$ cat src/rtl/irq_timer_ctrl.sv
// Memory-mapped interrupt controller with an edge-latched external source bank and compare timer.
// Define IRQ_TIMER_EN to build the timer (CNT/CMP/CTRL, PEND[5]); without it those offsets read 0.
module irq_timer_ctrl #(
  parameter logic [31:0] BASE_ADDR = 32'h0000_2000,
  parameter int          NUM_EXT   = 5
) (
  input  logic               clk,
  input  logic               rst,
  input  logic               ce_i,
  input  logic               we_i,
  input  logic [31:0]        addr_i,
  input  logic [3:0]         sel_i,
  input  logic [31:0]        data_i,
  output logic [31:0]        data_o,
  output logic               hit_o,
  input  logic [NUM_EXT-1:0] irq_src_i,
  output logic [5:0]         int_o,
  output logic               timer_int_o
);

  // Bus protocol: no valid/ready pair. ce_i qualifies a request, every hit
  // completes in its own cycle, and hit_o/data_o follow one edge later.
  logic               acc;
  logic               wr;
  logic [2:0]         off;
  logic               timer_set;
  logic [31:0]        tmr_rd;
  logic [31:0]        rd_val;
  logic               unused_bits;

  logic [NUM_EXT-1:0] src_q, src_d;
  logic [5:0]         pend_q, pend_d;
  logic [5:0]         mask_q, mask_d;
  logic [5:0]         int_q, int_d;
  logic [31:0]        data_q, data_d;
  logic               hit_q, hit_d;

  assign acc = ce_i & (addr_i[31:5] == BASE_ADDR[31:5]);
  assign wr  = acc & we_i;
  assign off = addr_i[4:2];

`ifdef IRQ_TIMER_EN
  logic [31:0] cnt_q, cnt_d;
  logic [31:0] cmp_q, cmp_d;
  logic [1:0]  ctrl_q, ctrl_d;
  logic        match;

  function automatic logic [31:0] merge_lanes(input logic [31:0] old_v,
                                              input logic [31:0] new_v,
                                              input logic [3:0]  lanes);
    logic [31:0] r;
    r = old_v;
    for (int b = 0; b < 4; b++) begin
      if (lanes[b]) r[8*b +: 8] = new_v[8*b +: 8];
    end
    return r;
  endfunction

  always_comb begin
    cnt_d  = cnt_q;
    cmp_d  = cmp_q;
    ctrl_d = ctrl_q;
    match  = 1'b0;
    // A software CNT write overrides both the increment and the compare.
    if (wr && off == 3'd2) begin
      cnt_d = merge_lanes(cnt_q, data_i, sel_i);
    end else if (ctrl_q[0]) begin
      match = (cnt_q == cmp_q);
      cnt_d = (match && ctrl_q[1]) ? 32'd0 : cnt_q + 32'd1;
    end
    if (wr && off == 3'd3) cmp_d = merge_lanes(cmp_q, data_i, sel_i);
    if (wr && off == 3'd4 && sel_i[0]) ctrl_d = data_i[1:0];
  end

  always_ff @(posedge clk) begin
    if (rst) begin
      cnt_q  <= 32'd0;
      cmp_q  <= 32'hFFFF_FFFF;
      ctrl_q <= 2'b00;
    end else begin
      cnt_q  <= cnt_d;
      cmp_q  <= cmp_d;
      ctrl_q <= ctrl_d;
    end
  end

  always_comb begin
    tmr_rd = 32'd0;
    case (off)
      3'd2:    tmr_rd = cnt_q;
      3'd3:    tmr_rd = cmp_q;
      3'd4:    tmr_rd = {30'd0, ctrl_q};
      default: tmr_rd = 32'd0;
    endcase
  end

  assign timer_set   = match;
  assign unused_bits = ^addr_i[1:0];
`else
  assign timer_set   = 1'b0;
  assign tmr_rd      = 32'd0;
  assign unused_bits = ^{addr_i[1:0], data_i[31:6], sel_i[3:1]};
`endif

  always_comb begin
    src_d  = irq_src_i;
    pend_d = pend_q;
    mask_d = mask_q;
    hit_d  = acc;
    data_d = data_q;
    rd_val = 32'd0;
    case (off)
      3'd0:    rd_val = {26'd0, pend_q};
      3'd1:    rd_val = {26'd0, mask_q};
      default: rd_val = tmr_rd;
    endcase
    if (acc && !we_i) data_d = rd_val;
    if (wr && off == 3'd0 && sel_i[0]) pend_d = pend_q & ~data_i[5:0];
    if (wr && off == 3'd1 && sel_i[0]) mask_d = data_i[5:0];
    // Sets are applied after the clear so a same-cycle event is never lost.
    pend_d[NUM_EXT-1:0] = pend_d[NUM_EXT-1:0] | (irq_src_i & ~src_q);
    pend_d[5]           = pend_d[5] | timer_set;
    int_d               = pend_d & mask_d;
  end

  always_ff @(posedge clk) begin
    if (rst) begin
      src_q  <= '0;
      pend_q <= 6'd0;
      mask_q <= 6'd0;
      int_q  <= 6'd0;
      data_q <= 32'd0;
      hit_q  <= 1'b0;
    end else begin
      src_q  <= src_d;
      pend_q <= pend_d;
      mask_q <= mask_d;
      int_q  <= int_d;
      data_q <= data_d;
      hit_q  <= hit_d;
    end
  end

  assign data_o      = data_q;
  assign hit_o       = hit_q;
  assign int_o       = int_q;
  assign timer_int_o = pend_q[5];

endmodule

$ cat config.mk
export PLATFORM = sky130hd
export DESIGN_NAME = irq_timer_ctrl
export DESIGN_NICKNAME = d
export VERILOG_FILES = /design/src/rtl/irq_timer_ctrl.sv
export SDC_FILE = /design/constraint.sdc
export NUM_CORES = 1
export LEC_CHECK = 0
export ABC_AREA = 1
export CAP_MARGIN = 25
export CORE_UTILIZATION = 35
export CTS_CLUSTER_DIAMETER = 150
export DETAILED_ROUTE_END_ITERATION = 8
export DONT_BUFFER_PORTS = 1
export GPL_TIMING_DRIVEN = 0
export HOLD_SLACK_MARGIN = 0.03
export PLACE_DENSITY_LB_ADDON = 0.2
export SLEW_MARGIN = 20
export SYNTH_ARGS = -nofsm -noshare
export SYNTH_HDL_FRONTEND = slang
export SYNTH_SLANG_ARGS = --single-unit
$ cat constraint.sdc
create_clock -name clk -period 1.2 [get_ports clk]
set_input_delay 0.06 -clock clk [delete_from_list [all_inputs] [get_ports clk]]
set_output_delay 0.06 -clock clk [all_outputs]
set_load 0.02 [all_outputs]
==> impl_results.md <==
- Outcome: finished clean
- Register-to-register setup slack: 300 ps
- First-pass GRT wire length: 5.092 mm
- Reg-to-reg endpoint: data_o[5]$_SDFFE_PP0P_
- Final Hold Violating Endpoints: 0
- Antenna fix cells: 0
- Required time worst endpoint: 1420 ps
- Slew margin rel.: 53.39%
- Average size of a mapped cell: 7.193 um2
- Via count: 1290
- Clock latency on the worst-skew pair: 280 ps
- Top cells by area in the synthesized netlist: sky130_fd_sc_hd__dfxtp_1, sky130_fd_sc_hd__buf_4, sky130_fd_sc_hd__nor2_1, sky130_fd_sc_hd__inv_1, sky130_fd_sc_hd__nand4_1
- Post-synth EDFFs: 0
- CTS buffer count: 5
- Largest family of logic cells by synthesized area: simple AND/OR/NAND/NOR gates
- Largest stage delay on the critical path: 580 ps
- Period utilization: 82.47%
- Number of violations of the max-capacitance limit: 0
- Effective utilization at floorplan: 36.96%
- Hold Slack: 28.82 ps
- Number of cells on the worst reg-to-reg path: 4
- Total number of nets in the final design: 327
- Detailed placer's ending HPWL: 2.289 mm
- Hold WC Path Type: input pin to flip-flop
- Number of global-route vias before repair: 1163
- Synth Area in Simple Gates: 29.08%
- Clock Tree Buf Depth: 2
- Start of the worst register-to-register path: pend_q[5]$_SDFF_PP0_
- Cell count after synthesis: 207
- YS warnings: 0
- Xor and xnor area share after synthesis: 0%
- DRT iter0 DRCs: 30
- Number of buffers and inverters on the critical path: 3
- H-tree level count: 2
- Crit path max-delay cell type: sky130_fd_sc_hd__dlygate4sd3_1
- Overflow left after global routing: 0
- Port Buffers: 0
- Share of post-route cells with drive strength above 1: 16.73%
- Yosys top cell by area: sky130_fd_sc_hd__dfxtp_1
- RePlAce Congestion: 0.7448
- Power density of the placed cells: 1223 nW/um2
- Top-area cell type share of the netlist area: 40.34%
- Routed WL: 3.119 mm
- Fraction of the mapped netlist area in compound gates: 8.067%
- Master cell of the clock root buffer: sky130_fd_sc_hd__clkbuf_8
- Critical path capture point type: flip-flop
- Adder-Cell Fraction of Synth Area: 0%
- Leakage Power: 0.9201 nW
- TritonCTS clock tree: built
- Peak VDD IR: 0.8206 mV
- Vias per Instance: 4.286
- Height of the die: 67.23 um
- Worst Path Class, Setup: input pin to flip-flop
- Initial antenna violation count: 0
- List of cells traversed by the critical path: dlygate4sd3_1 -> inv_1 -> clkbuf_2 -> nand3_1 -> nor2_1
- Crit path max-delay family: buffers and inverters
- Synthesized cell area: 1489 um2
- Worst-margin pin slew: 693.5 ps
- Number of placed I/O pins: 117
- Residual DRC count: 0
- Final ANT Viol Nets: 0
- Row count: 23
- Number of setup violations in the final report: 0
- Unrepaired setup endpoints after global routing: no
- Minimum clock period: 989.7 ps
- Worst-path maximum fanout: 10
- Floorplan Core Area: 4029 um2
- Num Clock Sinks: 30
- Detailed Routing Iterations Pass 1: 4
- Multi-input combinational cell area: 650.6 um2
- Routed length per instance: 10.36 um
- Clock skew: 5.469 ps
- Overall die area: 4519 um2
- Area taken by flip-flops and latches: 600.6 um2
- Flip-flop and latch count after synthesis: 30
- CP Data Arrival Time: 1210 ps
- Post-synth top cells: sky130_fd_sc_hd__nor2_1, sky130_fd_sc_hd__dfxtp_1, sky130_fd_sc_hd__inv_1
- Number of slew-limit violations in the final report: 0
- Async SR Flop Fraction: 0%
- Post-detailed-placement cell area: 1645 um2
- Worst Hold Path Cells: 3
- Post-layout util: 46.30%
- Multiplexer share of the synthesized area: 0%
- Register area share after synthesis: 40.34%
- GRT Resource Usage Total: 15.54%
- Most frequently used cell type in the post-synthesis netlist: sky130_fd_sc_hd__nor2_1
- Highest attainable clock frequency: 1010 MHz
- Startpoint of the tightest hold check path: data_i[5]
- Destination of the worst hold path: pend_q[5]$_SDFF_PP0_
- Area overhead of the layout relative to synthesis: 25.29%
- Startpoint class of the critical path: input pin
- Clock slew at reported path FFs: 70 ps
- Maximum number of pins on one net before global-route repair: 11
- Yosys cell types: 20
- Most used DFF post-synth: sky130_fd_sc_hd__dfxtp_1
- Post-layout power: 2.281 mW
- Finished layout cell area: 1866 um2
- Fillers: 448
- Die boundary width: 67.23 um
## worst register-to-register path: stages, from the launching register on
cell and delay, ps:
sky130_fd_sc_hd__dfxtp_1 480, sky130_fd_sc_hd__nand3_1 110, sky130_fd_sc_hd__o21ai_0 70, sky130_fd_sc_hd__o21ai_0 100, sky130_fd_sc_hd__nor2_1 80
## kinds of logic after synthesis
logic type,Yosys count
simple gates,92
compound gates,24
flops,30
buf+inv,60
other cells,1
## layout make-up
type | count | share of cell area, %
tap | 50 | 3.353
clock inverter | 3 | 2.146
inverter | 29 | 5.835
clock buffer | 5 | 3.689
multi-input combinational | 142 | 34.88
timing repair buffer | 11 | 5.902
sequential | 30 | 32.19
buffer | 31 | 12.01
## per-layer routing
metal,vias to the layer above,wire length [um],global-route usage [%]
li1,690,-,-
met1,548,1283,16.07
met2,44,1473,26.50
met3,8,294,7.432
met4,0,68,6.915
met5,-,0,0
## timing repair
action,4_1_cts,5_1_grt
endpoints found under the hold margin,17,0
buffers inserted,0,0
hold buffers,11,0
gates resized for setup,0,2
endpoints found under the setup margin,0,6
## worst max path at each step
| stage | slack, ps | from | endpoint | cells past startpoint |
|---|---|---|---|---|
| detailed placement | -60 | addr_i[3] | pend_q[1]$_SDFF_PP0_ | 4 |
| global placement | -70 | addr_i[3] | pend_q[3]$_SDFF_PP0_ | 4 |
| floorplan | 120 | addr_i[6] | pend_q[1]$_SDFF_PP0_ | 8 |
| CTS | 60 | rst | int_o[4]$_SDFF_PP0_ | 5 |
| finish | 210 | rst | int_o[4]$_SDFF_PP0_ | 5 |
| global route | 110 | addr_i[6] | int_o[5]$_SDFF_PP0_ | 8 |
## flip-flops by register name (all words and copies together), names as in the netlist
| signal | cells |
|---|---|
| int_o | 6 |
| src_q | 5 |
| pend_q | 6 |
| hit_o | 1 |
| data_o | 6 |
| mask_q | 6 |
## metrics by stage
step	TNS, ps	worst slack, ps	std cells
detailed placement	-846.3	-64.37	282
finish	0	210.3	301
global placement	-646.5	-69.40	282
global route	0	112.9	301
CTS	0	57.91	301
floorplan	0	115.1	232
## placed cells by master, fill, tap and decap left out
| cell | instances |
|---|---|
| sky130_fd_sc_hd__nor2_1 | 44 |
| sky130_fd_sc_hd__dfxtp_1 | 30 |
| sky130_fd_sc_hd__inv_1 | 29 |
| sky130_fd_sc_hd__buf_4 | 26 |
| sky130_fd_sc_hd__conb_1 | 26 |
| sky130_fd_sc_hd__nand2_1 | 17 |
| sky130_fd_sc_hd__nand3_1 | 13 |
| sky130_fd_sc_hd__o21ai_0 | 12 |
| sky130_fd_sc_hd__a21oi_1 | 11 |
| sky130_fd_sc_hd__nand4_1 | 11 |
| sky130_fd_sc_hd__dlygate4sd3_1 | 11 |
| sky130_fd_sc_hd__clkbuf_8 | 5 |
| sky130_fd_sc_hd__nor2_4 | 2 |
| sky130_fd_sc_hd__clkbuf_1 | 2 |
| sky130_fd_sc_hd__clkinv_2 | 2 |
| sky130_fd_sc_hd__or2_0 | 1 |
| sky130_fd_sc_hd__nor2_2 | 1 |
| sky130_fd_sc_hd__buf_2 | 1 |
| sky130_fd_sc_hd__buf_6 | 1 |
| sky130_fd_sc_hd__clkbuf_2 | 1 |
| sky130_fd_sc_hd__nor4_2 | 1 |
| sky130_fd_sc_hd__nand3_4 | 1 |
| sky130_fd_sc_hd__o21ai_1 | 1 |
| sky130_fd_sc_hd__nor3_1 | 1 |
| sky130_fd_sc_hd__bufinv_16 | 1 |
## where the power goes
group          total [mW]  switching (mW)  leakage [nW]  internal [mW]
Sequential           1.03          0.0105         0.244           1.02
Combinational       0.272           0.158         0.618          0.114
Clock               0.981           0.371        0.0579          0.610
Total                2.28           0.539         0.920           1.74
(Power assumes the default switching activity.)
